--- src/rtl/io_responder_pkg.sv ---
// Shared constants for the IO bus responder: register offsets, CTRL/STATUS
// bit positions, the bus FSM state type and the default ID value.
package io_responder_pkg;

   localparam logic [15:0] ID_VALUE_DEFAULT = 16'h5A01;

   localparam logic [2:0] REG_ID          = 3'd0;
   localparam logic [2:0] REG_CTRL        = 3'd1;
   localparam logic [2:0] REG_STATUS      = 3'd2;
   localparam logic [2:0] REG_FIFO_DATA   = 3'd3;
   localparam logic [2:0] REG_EVENT_COUNT = 3'd4;
   localparam logic [2:0] REG_SCRATCH     = 3'd5;

   localparam int unsigned CTRL_ENABLE_BIT = 0;
   localparam int unsigned CTRL_IRQ_EN_BIT = 1;
   localparam int unsigned CTRL_CLEAR_BIT  = 2;

   localparam int unsigned STAT_EMPTY_BIT    = 0;
   localparam int unsigned STAT_FULL_BIT     = 1;
   localparam int unsigned STAT_OVERFLOW_BIT = 2;
   localparam int unsigned STAT_COUNT_LSB    = 3;

   typedef enum logic [1:0] {
      ST_IDLE   = 2'd0,
      ST_ACCESS = 2'd1,
      ST_ACK    = 2'd2,
      ST_TURN   = 2'd3
   } bus_state_t;

endpackage

--- src/rtl/io_event_fifo.sv ---
// Event FIFO for package-sensor samples: power-of-two depth, wrapping pointers,
// occupancy count, synchronous clear that overrides push/pop.
module io_event_fifo #(
   parameter int DEPTH = 8,
   parameter int WIDTH = 16,
   localparam int PTR_W = (DEPTH > 1) ? $clog2(DEPTH) : 1,
   localparam int CNT_W = PTR_W + 1
) (
   input  logic             clk_clk,
   input  logic             reset_reset,
   input  logic             push,
   input  logic             pop,
   input  logic             clear,
   input  logic [WIDTH-1:0] push_data,
   output logic [WIDTH-1:0] pop_data,
   output logic [CNT_W-1:0] count,
   output logic             full,
   output logic             empty
);

   logic [WIDTH-1:0] mem_q [DEPTH];
   logic [PTR_W-1:0] wr_ptr_q, wr_ptr_d;
   logic [PTR_W-1:0] rd_ptr_q, rd_ptr_d;
   logic [CNT_W-1:0] count_q, count_d;
   logic             push_ok, pop_ok;

   assign full     = (count_q == CNT_W'(DEPTH));
   assign empty    = (count_q == '0);
   assign count    = count_q;
   assign pop_data = mem_q[rd_ptr_q];

   // a full FIFO only takes a push when the same cycle frees a slot
   assign pop_ok  = pop && !empty && !clear;
   assign push_ok = push && (!full || pop_ok) && !clear;

   always_comb begin
      wr_ptr_d = wr_ptr_q;
      rd_ptr_d = rd_ptr_q;
      count_d  = count_q;
      if (clear) begin
         wr_ptr_d = '0;
         rd_ptr_d = '0;
         count_d  = '0;
      end else begin
         if (push_ok) wr_ptr_d = wr_ptr_q + PTR_W'(1);
         if (pop_ok)  rd_ptr_d = rd_ptr_q + PTR_W'(1);
         case ({push_ok, pop_ok})
            2'b10:   count_d = count_q + CNT_W'(1);
            2'b01:   count_d = count_q - CNT_W'(1);
            default: count_d = count_q;
         endcase
      end
   end

   always_ff @(posedge clk_clk) begin
      if (reset_reset) begin
         wr_ptr_q <= '0;
         rd_ptr_q <= '0;
         count_q  <= '0;
      end else begin
         wr_ptr_q <= wr_ptr_d;
         rd_ptr_q <= rd_ptr_d;
         count_q  <= count_d;
      end
   end

   always_ff @(posedge clk_clk) begin
      if (push_ok) mem_q[wr_ptr_q] <= push_data;
   end

endmodule

--- src/rtl/io_bus_responder.sv ---
// Bus responder exposing ID/CTRL/STATUS/FIFO/EVENT_COUNT/SCRATCH registers
// behind a fixed-latency request/acknowledge handshake.
//
// state  | meaning
// IDLE   | waiting for io_bus_enable; latches the request on accept
// ACCESS | register read/write side effects happen here
// ACK    | io_acknowledge high, io_read_data valid
// TURN   | turnaround; request input ignored
module io_bus_responder
   import io_responder_pkg::*;
#(
   parameter int          FIFO_DEPTH = 8,
   parameter logic [15:0] ID_VALUE   = ID_VALUE_DEFAULT
) (
   input  logic        clk_clk,
   input  logic        reset_reset,
   input  logic [15:0] io_address,
   input  logic        io_bus_enable,
   input  logic [1:0]  io_byte_enable,
   input  logic        io_rw,
   input  logic [15:0] io_write_data,
   output logic [15:0] io_read_data,
   output logic        io_acknowledge,
   output logic        io_irq,
   input  logic        event_valid,
   input  logic [15:0] event_data
);

   localparam int FIFO_CNT_W = $clog2(FIFO_DEPTH) + 1;

   bus_state_t  state_q, state_d;
   logic [2:0]  addr_q, addr_d;
   logic        rw_q, rw_d;
   logic [1:0]  be_q, be_d;
   logic [15:0] wdata_q, wdata_d;
   logic [15:0] rdata_q, rdata_d;
   logic        armed_q, armed_d;
   logic        enable_q, enable_d;
   logic        irq_en_q, irq_en_d;
   logic        overflow_q, overflow_d;
   logic [15:0] scratch_q, scratch_d;
   logic [15:0] event_count_q, event_count_d;
   logic        irq_q, irq_d;

   logic                  fifo_push, fifo_pop, fifo_clear;
   logic [15:0]           fifo_rd_data;
   logic [FIFO_CNT_W-1:0] fifo_count;
   logic                  fifo_full, fifo_empty;
   logic [15:0]           reg_rdata;
   logic                  ovf_w1c, push_req;
   logic                  unused_addr;

   assign unused_addr = ^{io_address[15:4], io_address[0]};

   io_event_fifo #(.DEPTH(FIFO_DEPTH), .WIDTH(16)) u_fifo (
      .clk_clk     (clk_clk),
      .reset_reset (reset_reset),
      .push        (fifo_push),
      .pop         (fifo_pop),
      .clear       (fifo_clear),
      .push_data   (event_data),
      .pop_data    (fifo_rd_data),
      .count       (fifo_count),
      .full        (fifo_full),
      .empty       (fifo_empty)
   );

   always_comb begin
      reg_rdata = 16'h0000;
      case (addr_q)
         REG_ID: reg_rdata = ID_VALUE;
         REG_CTRL: begin
            reg_rdata[CTRL_ENABLE_BIT] = enable_q;
            reg_rdata[CTRL_IRQ_EN_BIT] = irq_en_q;
         end
         REG_STATUS: begin
            reg_rdata[STAT_EMPTY_BIT]           = fifo_empty;
            reg_rdata[STAT_FULL_BIT]            = fifo_full;
            reg_rdata[STAT_OVERFLOW_BIT]        = overflow_q;
            reg_rdata[STAT_COUNT_LSB +: 5]      = 5'(fifo_count);
         end
         REG_FIFO_DATA:   reg_rdata = fifo_empty ? 16'h0000 : fifo_rd_data;
         REG_EVENT_COUNT: reg_rdata = event_count_q;
         REG_SCRATCH:     reg_rdata = scratch_q;
         default:         reg_rdata = 16'h0000;
      endcase
   end

   always_comb begin
      state_d       = state_q;
      addr_d        = addr_q;
      rw_d          = rw_q;
      be_d          = be_q;
      wdata_d       = wdata_q;
      rdata_d       = rdata_q;
      enable_d      = enable_q;
      irq_en_d      = irq_en_q;
      scratch_d     = scratch_q;
      fifo_pop      = 1'b0;
      fifo_clear    = 1'b0;
      ovf_w1c       = 1'b0;
      // a held request must drop once before it can be accepted again
      armed_d       = io_bus_enable ? armed_q : 1'b1;

      case (state_q)
         ST_IDLE: begin
            if (io_bus_enable && armed_q) begin
               state_d = ST_ACCESS;
               addr_d  = io_address[3:1];
               rw_d    = io_rw;
               be_d    = io_byte_enable;
               wdata_d = io_write_data;
               armed_d = 1'b0;
            end
         end
         ST_ACCESS: begin
            state_d = ST_ACK;
            rdata_d = rw_q ? reg_rdata : 16'h0000;
            if (rw_q) begin
               fifo_pop = (addr_q == REG_FIFO_DATA) && !fifo_empty;
            end else begin
               case (addr_q)
                  REG_CTRL: begin
                     if (be_q[0]) begin
                        enable_d   = wdata_q[CTRL_ENABLE_BIT];
                        irq_en_d   = wdata_q[CTRL_IRQ_EN_BIT];
                        fifo_clear = wdata_q[CTRL_CLEAR_BIT];
                     end
                  end
                  REG_STATUS: ovf_w1c = be_q[0] && wdata_q[STAT_OVERFLOW_BIT];
                  REG_SCRATCH: begin
                     if (be_q[0]) scratch_d[7:0]  = wdata_q[7:0];
                     if (be_q[1]) scratch_d[15:8] = wdata_q[15:8];
                  end
                  default: ;
               endcase
            end
         end
         ST_ACK:  state_d = ST_TURN;
         ST_TURN: state_d = ST_IDLE;
         default: state_d = ST_IDLE;
      endcase

      // events arriving during a clear are discarded, not counted as overflow
      push_req      = event_valid && enable_q && !fifo_clear;
      fifo_push     = push_req && (!fifo_full || fifo_pop);
      event_count_d = event_count_q + {15'd0, fifo_push};
      if (fifo_clear)
         overflow_d = 1'b0;
      else if (push_req && fifo_full && !fifo_pop)
         overflow_d = 1'b1;
      else if (ovf_w1c)
         overflow_d = 1'b0;
      else
         overflow_d = overflow_q;

      irq_d = irq_en_q && (!fifo_empty || overflow_q);
   end

   always_ff @(posedge clk_clk) begin
      if (reset_reset) begin
         state_q       <= ST_IDLE;
         addr_q        <= '0;
         rw_q          <= 1'b0;
         be_q          <= '0;
         wdata_q       <= '0;
         rdata_q       <= '0;
         armed_q       <= 1'b1;
         enable_q      <= 1'b0;
         irq_en_q      <= 1'b0;
         overflow_q    <= 1'b0;
         scratch_q     <= '0;
         event_count_q <= '0;
         irq_q         <= 1'b0;
      end else begin
         state_q       <= state_d;
         addr_q        <= addr_d;
         rw_q          <= rw_d;
         be_q          <= be_d;
         wdata_q       <= wdata_d;
         rdata_q       <= rdata_d;
         armed_q       <= armed_d;
         enable_q      <= enable_d;
         irq_en_q      <= irq_en_d;
         overflow_q    <= overflow_d;
         scratch_q     <= scratch_d;
         event_count_q <= event_count_d;
         irq_q         <= irq_d;
      end
   end

   assign io_acknowledge = (state_q == ST_ACK);
   assign io_read_data   = io_acknowledge ? rdata_q : 16'h0000;
   assign io_irq         = irq_q;

endmodule

--- config.mk ---
export PLATFORM = sky130hd
export DESIGN_NAME = io_bus_responder
export DESIGN_NICKNAME = d
export VERILOG_FILES = /design/src/rtl/io_responder_pkg.sv /design/src/rtl/io_event_fifo.sv /design/src/rtl/io_bus_responder.sv
export SDC_FILE = /design/constraint.sdc
export NUM_CORES = 1
export LEC_CHECK = 0
export BUFFER_PORTS_ARGS = -buffer_cell sky130_fd_sc_hd__clkbuf_2
export CAP_MARGIN = 20
export CORE_ASPECT_RATIO = 1.2
export CORE_UTILIZATION = 55
export DETAILED_ROUTE_END_ITERATION = 10
export PLACE_DENSITY = 0.83
export SLEW_MARGIN = 10
export SYNTH_ARGS = -nofsm -noshare
export SYNTH_HDL_FRONTEND = slang
export SYNTH_HIERARCHICAL = 1
export SYNTH_SLANG_ARGS = --single-unit
--- constraint.sdc ---
create_clock -name clk_clk -period 5.2 [get_ports clk_clk]
set_clock_uncertainty 0.1 [all_clocks]
set_input_delay 0.52 -clock clk_clk [delete_from_list [all_inputs] [get_ports clk_clk]]
set_output_delay 0.52 -clock clk_clk [all_outputs]
set_load 0.02 [all_outputs]
Yosys cells after proc, flatten, opt, wreduce, memory -nomap -nowiden --
Memories as Yosys holds them, arrays and structs flattened. A register that Yosys moved wholly into a read port is not among the register bits. Index checks and enable logic that the tools add are counted.
Word-level totals: flip-flop bits (word level) 87, latch bits 0, bits in read-only memories 0, output and inout bits 18, memory bits (writable) 128, memories 1
Operators by class: magnitude comparators 0, $add $sub $neg 5, reduce and logical (&&, ||, !) cells 30, muxes and demuxes 27, div/mod/pow operators 0, shift operators 0, equal/unequal tests 12, bitwise gates (word level) 1, multiply operators 0
Memory list:
- u_fifo.mem_q | depth 8, width 16, read ports 1, clocked after memory_dff 1, wr ports 1, RTL line io_event_fifo.sv:21 | logic [WIDTH-1:0] mem_q [DEPTH];
Operators with widths (number):
- $mux W16 | 3
- $pmux W8 S4 | 1
- $pmux W6 S4 | 1
- $add A16 B1 Y16 | 1
- $mux W1 | 16
- $logic_and A1 B1 Y1 | 13
- $pmux W2 S6 | 1
- $reduce_and A4 Y1 | 3
- $pmux W2 S4 | 1
- $pmux W4 S2 | 1
- $add A3 B1 Y3 const B | 2
- $eq A2 B2 Y1 const B | 3
- $eq A3 B2 Y1 const B | 2
- $eq A3 B3 Y1 const B | 2
- $mux W3 | 2
- $add A4 B1 Y4 const B | 1
- $eq A2 B1 Y1 const B | 2
- $eq A4 B4 Y1 const B | 1
- $logic_not A1 Y1 | 4
- $logic_not A4 Y1 | 1
- $reduce_bool A2 Y1 | 2
- $sub A4 B1 Y4 const B | 1
- $eq A3 B1 Y1 const B | 1
- $logic_not A3 Y1 | 1
- 7 further kinds | 9

Longest topological paths before layout --
Gate-level depths: netlist of run 1.
depth after elaboration 12, depth in mapped cells 15, depth with buffers taken out 15

Cells and area by module --
The synthesis of run 1 kept the hierarchy.
By module, submodules not included:
- io_event_fifo | times used 1, area each 5501.5 um2, cells an instance 266, seq. area each 4103.9 um2
- io_bus_responder | times used 1, area each 3631.0 um2, cells an instance 407, seq. area each 1541.5 um2

Least setup slack after synthesis of run 1 --
No wires, ideal clock.
path type reg2reg, start register u_fifo.count_q[0] (netlist: u_fifo/count[0]), end memory u_fifo.mem_q[4][0], enable pin, cell stages (with the launch flop) 8, library setup time 430 ps, slack 1505 ps, clock period less this slack 3695 ps, required time 4670 ps, arrival 3165 ps, buffers on the path 2, cell sequence dfxtp_1 nor4_1 and4bb_2 buf_6 buf_6 and3_1 o21ai_0 nor4_1
Between the ends: longest elaborated chain between the ends 12, elaborated cells on any way between the ends 16, those cells by class eq/ne (1); mux (4); reduce/logical (11)
Ends and longest elaborated chain:
- start: declaration | RTL line io_event_fifo.sv:24 | logic [CNT_W-1:0] count_q, count_d;
- start signal: assignment | RTL line io_event_fifo.sv:63 | count_q <= count_d;
- $logic_not A4 Y1 (*) | RTL line io_event_fifo.sv:28 | assign empty = (count_q == '0);
- net fifo_empty | RTL line io_bus_responder.sv:48 | logic fifo_full, fifo_empty;
- $logic_not A1 Y1 (*) | RTL line io_bus_responder.sv:120 | fifo_pop = (addr_q == REG_FIFO_DATA) && !fifo_empty;
- $logic_and A1 B1 Y1 (*) | RTL line io_bus_responder.sv:120
- $mux W1 (*) | RTL line io_bus_responder.sv:119 | if (rw_q) begin
- $mux W1 (*) | RTL line io_bus_responder.sv:105 | case (state_q)
- net fifo_pop | RTL line io_bus_responder.sv:45 | logic fifo_push, fifo_pop, fifo_clear;
- $logic_and A1 B1 Y1 (2 in a row) | RTL line io_event_fifo.sv:33 | assign pop_ok = pop && !empty && !clear;
- $logic_or A1 B1 Y1 | RTL line io_event_fifo.sv:34 | assign push_ok = push && (!full || pop_ok) && !clear;
- $logic_and A1 B1 Y1 (*) (2 in a row) | RTL line io_event_fifo.sv:34
- $mux W1 (*) | RTL line io_event_fifo.sv:68 | if (push_ok) mem_q[wr_ptr_q] <= push_data;
- $mux W1 (implied by the code) (*) | RTL line io_event_fifo.sv:68
- end: declaration | RTL line io_event_fifo.sv:21
The timed path passes the listed nets; every way through them passes the cells marked *.

Final worst setup path of run 1 --
start register addr_q[0], end register u_fifo.count_q[3] (netlist: u_fifo/count[3])
Between the ends: longest elaborated chain between the ends 11, elaborated cells on any way between the ends 22, those cells by class eq/ne (4); mux (6); reduce/logical (12)
Ends and longest elaborated chain:
- start: declaration | RTL line io_bus_responder.sv:32 | logic [2:0] addr_q, addr_d;
- start signal: assignment | RTL line io_bus_responder.sv:177 | addr_q <= addr_d;
- $eq A3 B1 Y1 | RTL line io_bus_responder.sv:122 | case (addr_q)
- $mux W1 | RTL line io_bus_responder.sv:122
- $mux W1 | RTL line io_bus_responder.sv:119
- $mux W1 | RTL line io_bus_responder.sv:105
- $logic_not A1 Y1 | RTL line io_bus_responder.sv:145 | push_req = event_valid && enable_q && !fifo_clear;
- $logic_and A1 B1 Y1 | RTL line io_bus_responder.sv:145
- $logic_and A1 B1 Y1 (*) | RTL line io_bus_responder.sv:146 | fifo_push = push_req && (!fifo_full || fifo_pop);
- net fifo_push | RTL line io_bus_responder.sv:45
- $logic_and A1 B1 Y1 (*) (2 in a row) | RTL line io_event_fifo.sv:34
- $eq A2 B1 Y1 / $eq A2 B2 Y1 (equally long branches) | RTL line io_event_fifo.sv:47 | case ({push_ok, pop_ok})
- $pmux W4 S2 / $reduce_bool A2 Y1 (equally long branches)
Marks and branches as above. A chain may end at the register's enable or synchronous reset.

==> results of run 1 <==
state kept, by name, indices dropped and copies added, names as in the netlist, 4 cells and up, named ones only:
signal and cells:
u_fifo/count 4, u_fifo/mem_q 128, rdata_q 16, event_count_q 16, scratch_q 16, wdata_q 16
power breakdown:
group,switching (mW),internal (mW),total [mW]
Combinational,0.196,0.103,0.299
Clock,0.611,0.835,1.45
Sequential,0.0505,1.87,1.92
worst max-delay path by stage:
stage                          from                 end  slack, ns
floorplan           u_fifo/count[0]  u_fifo/mem_q[4][0]       1.51
global placement          addr_q[0]     u_fifo/count[2]       1.52
detailed placement        addr_q[0]     u_fifo/count[2]       1.34
CTS                       addr_q[0]     u_fifo/count[2]       1.30
global route        u_fifo/count[1]     u_fifo/count[2]        1.0
finish                    addr_q[0]     u_fifo/count[3]       1.23
critical path: stages (launching register included):
cell,delay [ns]
dfxtp_1,0.72
and4bb_2,0.57
a31oi_1,0.16
nor3_1,0.32
nor2b_1,0.42
o21ai_4,0.14
ha_1,0.29
nand3b_1,0.19
a2111oi_0,0.65
o31ai_1,0.21
o41ai_1,0.09
through the flow:
| stage | utilization [%] | hold WS (ns) | power [mW] | cells |
|---|---|---|---|---|
| 3_5_place_dp | 59.2 | 0.356 | 2.25 | 916 |
| 5_1_grt | 63.3 | 0.138 | 3.80 | 954 |
| 3_3_place_gp | 59.2 | 0.347 | 2.23 | 916 |
| 6_report | 63.3 | 0.144 | 3.66 | 954 |
| 2_1_floorplan | - | 0.332 | 2.18 | 673 |
| 4_1_cts | 63.3 | 0.138 | 3.69 | 954 |
routing by layer:
layer / share of wire [%] / track usage [%]
met5: 0 / 0
met4: 3.1 / 7.89
met3: 6.3 / 4.43
met2: 51 / 40.1
met1: 40 / 27.3
logic make-up after synthesis:
family                   count (synthesis)  share of synthesized area, %
adder cells (fa/ha/maj)                 13                          1.78
flip-flops                             218                          61.8
AO/OA/AOI/OAI                           93                          7.44
XOR/XNOR                                19                          1.82
multiplexers                            74                          12.7
buffers and inverters                   51                          2.75
AND/OR/NAND/NOR                        205                          11.7
synthesized netlist by cell type, types with 5 or more instances:
library cell	number
nor4_1	8
a21oi_1	34
xor2_1	10
nor3_1	7
clkbuf_1	18
a22o_1	10
mux4_2	32
o21ai_0	6
buf_6	5
ha_1	13
o2bb2ai_1	5
edfxtp_1	128
mux2_2	16
nand2_1	58
dfxtp_1	90
inv_1	13
a22oi_1	7
o32ai_1	5
and2_1	17
nand2b_1	9
xnor2_1	9
mux2i_1	26
a222oi_1	5
buf_2	6
nand3_1	12
nor2_1	59
nor2b_1	5
cell type report:
cell class | count | area [sq um]
clock buffers | 32 | 628
clock inverters | 6 | 36.3
fillers | 1161 | 5950
inverters | 14 | 52.6
multi-input cells | 404 | 3270
flip-flops and latches | 218 | 5650
well taps | 212 | 265
repair buffers | 68 | 363
==> summary.txt, run 1 <==
Timing
  – RSZ-0062 raised after global routing: false
  – Actual slew at the worst max-slew pin: 0.952 ns
  – Worst Setup Slack, final: 1.23 ns
  – Tcrit/Tclk final: 76.3%
  – Setup Viol. Count Final: 0
  – Relative slew slack: 36.3%
  – Fin Setup TNS: 0 ns
  – Final Max Slew Viols: 0
  – Hold Violations, Final: 0
  – FMAX: 0.252 GHz
  – Fin crit period: 3.97 ns

Clocking
  – CTS H-Tree Depth: 1
  – CTS clk-pin slew, worst paths: 0.06 ns
  – # hold bufs at CTS: 0
  – Clk root buf: clkbuf_16
  – TritonCTS clock tree: built
  – Clock sink total: 218
  – Clk_lat worst skew: 0.50 ns
  – CTS Buffer Depth: 3
  – Post_cts resized: 0
  – Num CTS Buffers: 21
  – Setup Buffers After CTS: 0

Synth
  – Synthesized netlist cell count: 673
  – Sequential area share after synthesis: 61.8%
  – Synth Flop Type: edfxtp_1
  – Top-area cell type share of the netlist area: 42.1%
  – Yosys cell types: 69
  – Yosys Warn Count: 6
  – Syn Std Cell Area: 0.00913 sq mm
  – Post-synth EDFFs: 128
  – FF+latch count, synth: 218
  – Syn nets: 741
  – Ys async rst share: 0%
  – Largest area contributor in the netlist: edfxtp_1
  – Ranking of synthesized cells by area: edfxtp_1, dfxtp_1, mux4_2
  – Mean Syn Cell Area: 13.6 sq um

Setup path
  – R2r startpoint: addr_q[0]
  – CP Max Fanout: 16
  – R2R Setup Slk: 1.23 ns
  – Worst EP arrival: 4.26 ns
  – Crit Path Class: register to register
  – Capturing point of the worst reg2reg path: u_fifo/count[3]
  – R2R depth: 10
  – Crit start category: register
  – CP Capture Type: register
  – Critical Path RT: 5.49 ns

GRT
  – First-pass GRT wire length: 29.8 mm
  – Gr usage total: 22.6%
  – Largest net degree at the start of global routing: 46
  – Vias in the first global route: 5715
  – Grt total ovfl: 0
  – Initial antenna violation count: 0

Power and ir drop
  – P_leak: 3.52 nW
  – Worst vdd ir: 282 uV
  – PwrDens: 357 mW/mm^2

Routing
  – Final antenna-violating net count: 0
  – DRC viols: 0
  – Drt wl/cell: 19.7 um
  – Via count: 5633
  – Vias per std cell: 5.90
  – Final WL: 18.8 mm
  – Drt pass-1 iters: 6
  – Starting DRT DRC Count: 458

Placement
  – Routability cong.: 0.859
  – Post-DP HPWL: 12.4 mm
  – Place WS: 1.34 ns
  – Port-buffer cells: 59
  – Post-DP Area: 0.00960 sq mm

Run status
  – Status: completed

Final layout
  – Layout cell share with drive strength beyond 1: 23.2%
  – Most frequent cells in the layout: edfxtp_1, dfxtp_1, nor2_1, clkbuf_2, nand2_1
  – ANT cells: 0
  – Design area: 0.0103 sq mm
  – Most common cell after layout, fill and taps aside: edfxtp_1
  – Area delta synth->final: 12.4%
  – NumNets Final: 795

Floorplanning
  – Number of cell rows: 51
  – Initial Util: 56.3%
  – Die area: 0.0171 sq mm
  – Core Area: 0.0162 sq mm
  – Io pins: 73
  – DIE HEIGHT: 143 um
  – DIE WIDTH: 120 um

Hold path
  – Hold Crit Depth: 2
  – HP Class: input port to register
  – Min-Delay Endpoint: armed_q
  – Hold Path Origin: io_bus_enable

Flow run
  – Max cap viols: 0
Note: power is estimated with default switching activity, not from simulation.
==> run 2, diff against run 1 <==
clock period = 3.7 ns   (was 5.2 ns; I/O delays follow)
==> run 2 against run 1 <==
Critical path depth unchanged. Cell area up 2.9%. Global-route usage up 0.73 points. Via count up 3.3%. Wire length up 3.5%. Hold slack worse by 0.14 ns. Clock power up 46%. Utilization up 1.9 points. Maximum frequency up 14%. Critical path type unchanged.
==> summary.txt, run 2 (same netlist as run 1, synthesis figures left out) <==
Clocking
  – Clock sink total: 218 (unchanged)
  – CTS H-Tree Depth: 1 (unchanged)
  – CTS Buffer Depth: 3 (unchanged)
  – TritonCTS clock tree: built
  – Clk_lat worst skew: 0.52 ns (+0.02 ns)
  – CTS clk-pin slew, worst paths: 0.06 ns (about the same)
  – Num CTS Buffers: 22 (+4.8%)
  – Clk root buf: clkbuf_16

Placement
  – Routability cong.: 0.846 (-1.5%)
  – Post-DP Area: 0.00968 sq mm (+0.89%)
  – Port-buffer cells: 59 (unchanged)
  – Post-DP HPWL: 12.6 mm (+2.2%)
  – DP Cell Count: 929 (+1.4%)

Final layout
  – Largest register FFs: 128 (unchanged)
  – ANT cells: 0 (unchanged)
  – Most frequent cells in the layout: edfxtp_1, dfxtp_1, nor2_1, clkbuf_2, nand2_1
  – Fin cells: 987 (+3.5%)
  – Most common cell after layout, fill and taps aside: edfxtp_1
  – Design area: 0.0106 sq mm (+2.9%)
  – Register area: 0.00565 sq mm (unchanged)
  – Layout cell share with drive strength beyond 1: 23.5% (+0.30 points)
  – Area delta synth->final: 15.7%
  – Largest Register: u_fifo/mem_q
  – NumNets Final: 828 (+4.2%)
  – Multi-input gate area: 0.00326 sq mm (-0.27%)
  – Fillers: 1142 (-1.6%)

Setup path
  – Setup crit start: u_fifo/count[2]
  – CP Capture Type: register
  – CP Max Fanout: 16 (unchanged)
  – Critical Path RT: 3.99 ns (-1.50 ns)
  – Crit Path Class: register to register
  – R2R depth: 10 (unchanged)
  – R2r startpoint: u_fifo/count[2]
  – CP endpoint: u_fifo/count[3]
  – Crit start category: register
  – Worst EP arrival: 3.77 ns (-0.49 ns)
  – Capturing point of the worst reg2reg path: u_fifo/count[3]
  – R2R Setup Slk: 0.22 ns (-1.01 ns)

Timing
  – Tcrit/Tclk final: 94.0% (+18 points)
  – Fin crit period: 3.48 ns (-0.491 ns)
  – Actual slew at the worst max-slew pin: 0.951 ns (-0.00120 ns)
  – Setup Viol. Count Final: 0 (unchanged)
  – Final hold slack: 0.00638 ns (-0.138 ns)
  – Hold Violations, Final: 0 (unchanged)
  – Fin Setup TNS: 0 ns (unchanged)
  – Final Max Slew Viols: 0 (unchanged)
  – RSZ-0062 raised after global routing: false
  – Relative slew slack: 36.4% (+0.11 points)
  – FMAX: 0.287 GHz (+14%)

Routing
  – Vias per std cell: 5.90 (-0.12%)
  – DRC viols: 0 (unchanged)
  – Starting DRT DRC Count: 506 (+10%)
  – Drt pass-1 iters: 5 (-1)
  – Drt wl/cell: 19.7 um (about the same)
  – Final WL: 19.4 mm (+3.5%)
  – Final antenna-violating net count: 0 (unchanged)
  – Via count: 5821 (+3.3%)

Floorplanning
  – DIE HEIGHT: 143 um (unchanged)
  – Io pins: 73 (unchanged)
  – DIE WIDTH: 120 um (unchanged)
  – Die area: 0.0171 sq mm (unchanged)
  – Initial Util: 56.3% (unchanged)
  – Core Area: 0.0162 sq mm (unchanged)
  – Number of cell rows: 51 (unchanged)

Run status
  – Status: completed

GRT
  – First-pass GRT wire length: 30.6 mm (+2.9%)
  – Vias in the first global route: 5875 (+2.8%)
  – Largest net degree at the start of global routing: 48 (+4.3%)
  – Gr usage total: 23.3% (+0.73 points)
  – Initial antenna violation count: 0 (unchanged)
  – Grt total ovfl: 0 (unchanged)

Flow run
  – Max cap viols: 0 (unchanged)

Power and ir drop
  – Switching power: 1.27 mW (+48%)
  – Int Pwr: 4.01 mW (+43%)
  – P_leak: 3.67 nW (+4.3%)
  – Sw Ratio: 24.1% (+0.72 points)
  – Clock network power share: 40.1% (+0.6 points)
  – Sequential cell fraction of total power: 50.7% (-1.7 points)
  – PwrDens: 500 mW/mm^2 (+40%)
  – Combinational Power Share: 9.2% (+1.0 points)
  – Worst vdd ir: 483 uV (+71%)

Hold path
  – HP Class: input port to register
  – Hold Crit Depth: 3 (+1)
==> run 2: cell type report <==
| type | count | share of cell area (%) |
|---|---|---|
| Clock inverter | 11 | 0.865 |
| Timing Repair Buffer | 100 | 6.16 |
| Sequential cell | 218 | 53.5 |
| Multi-Input combinational cell | 404 | 30.9 |
| Tap cell | 212 | 2.51 |
| Clock buffer | 28 | 5.63 |
| Inverter | 14 | 0.498 |
==> run 2: power by group through the flow <==
stage	registers, mW	logic (mW)	clock network (mW)
2_1_floorplan	2.71	0.345	0
3_3_place_gp	2.72	0.435	0
3_5_place_dp	2.72	0.461	0
4_1_cts	2.67	0.481	2.14
5_1_grt	2.68	0.545	2.24
6_report	2.67	0.486	2.12
==> run 2: how the worst min path moves through the flow <==
| stage | start | endpoint |
|---|---|---|
| 2_1_floorplan | be_q[1] | be_q[1] |
| 3_3_place_gp | wdata_q[13] | wdata_q[13] |
| 3_5_place_dp | be_q[1] | be_q[1] |
| 4_1_cts | io_address[1] | addr_q[0] |
| 5_1_grt | io_byte_enable[0] | be_q[0] |
| 6_report | io_address[1] | addr_q[0] |
==> run 2: routing by layer <==
metal | track usage [%] | wire length, um | part of all wire, %
met5 | 0 | 0 | 0
met4 | 9.87 | 787 | 4.1
met3 | 4.47 | 1110 | 5.7
met2 | 40.8 | 9730 | 50
met1 | 28.0 | 7790 | 40
==> run 2: per-stage QoR <==
step | power [mW] | setup WS, ns | utilization (%)
5_1_grt | 5.46 | 0.0158 | 65.2
3_3_place_gp | 3.15 | 0.317 | 59.7
6_report | 5.28 | 0.221 | 65.2
3_5_place_dp | 3.19 | 0.259 | 59.7
4_1_cts | 5.29 | 0.210 | 65.1
2_1_floorplan | 3.06 | 0.00507 | -
==> run 2: worst max-delay path, stage by stage (launching register included) <==
cell and delay, ns:
dfxtp_1 0.52, nor4_1 0.14, and4bb_4 0.50, a31oi_1 0.14, nor3_1 0.22, nor2b_1 0.30
o21ai_4 0.12, ha_1 0.41, a2111oi_0 0.62, o31ai_1 0.20, o41ai_1 0.10
==> run 2: what timing repair did <==
action,in CTS,in global routing
setup endpoints to repair,0,1
gates resized for setup,0,1
buffers inserted,0,0
hold buffers,19,0
endpoints found under the hold margin,19,0
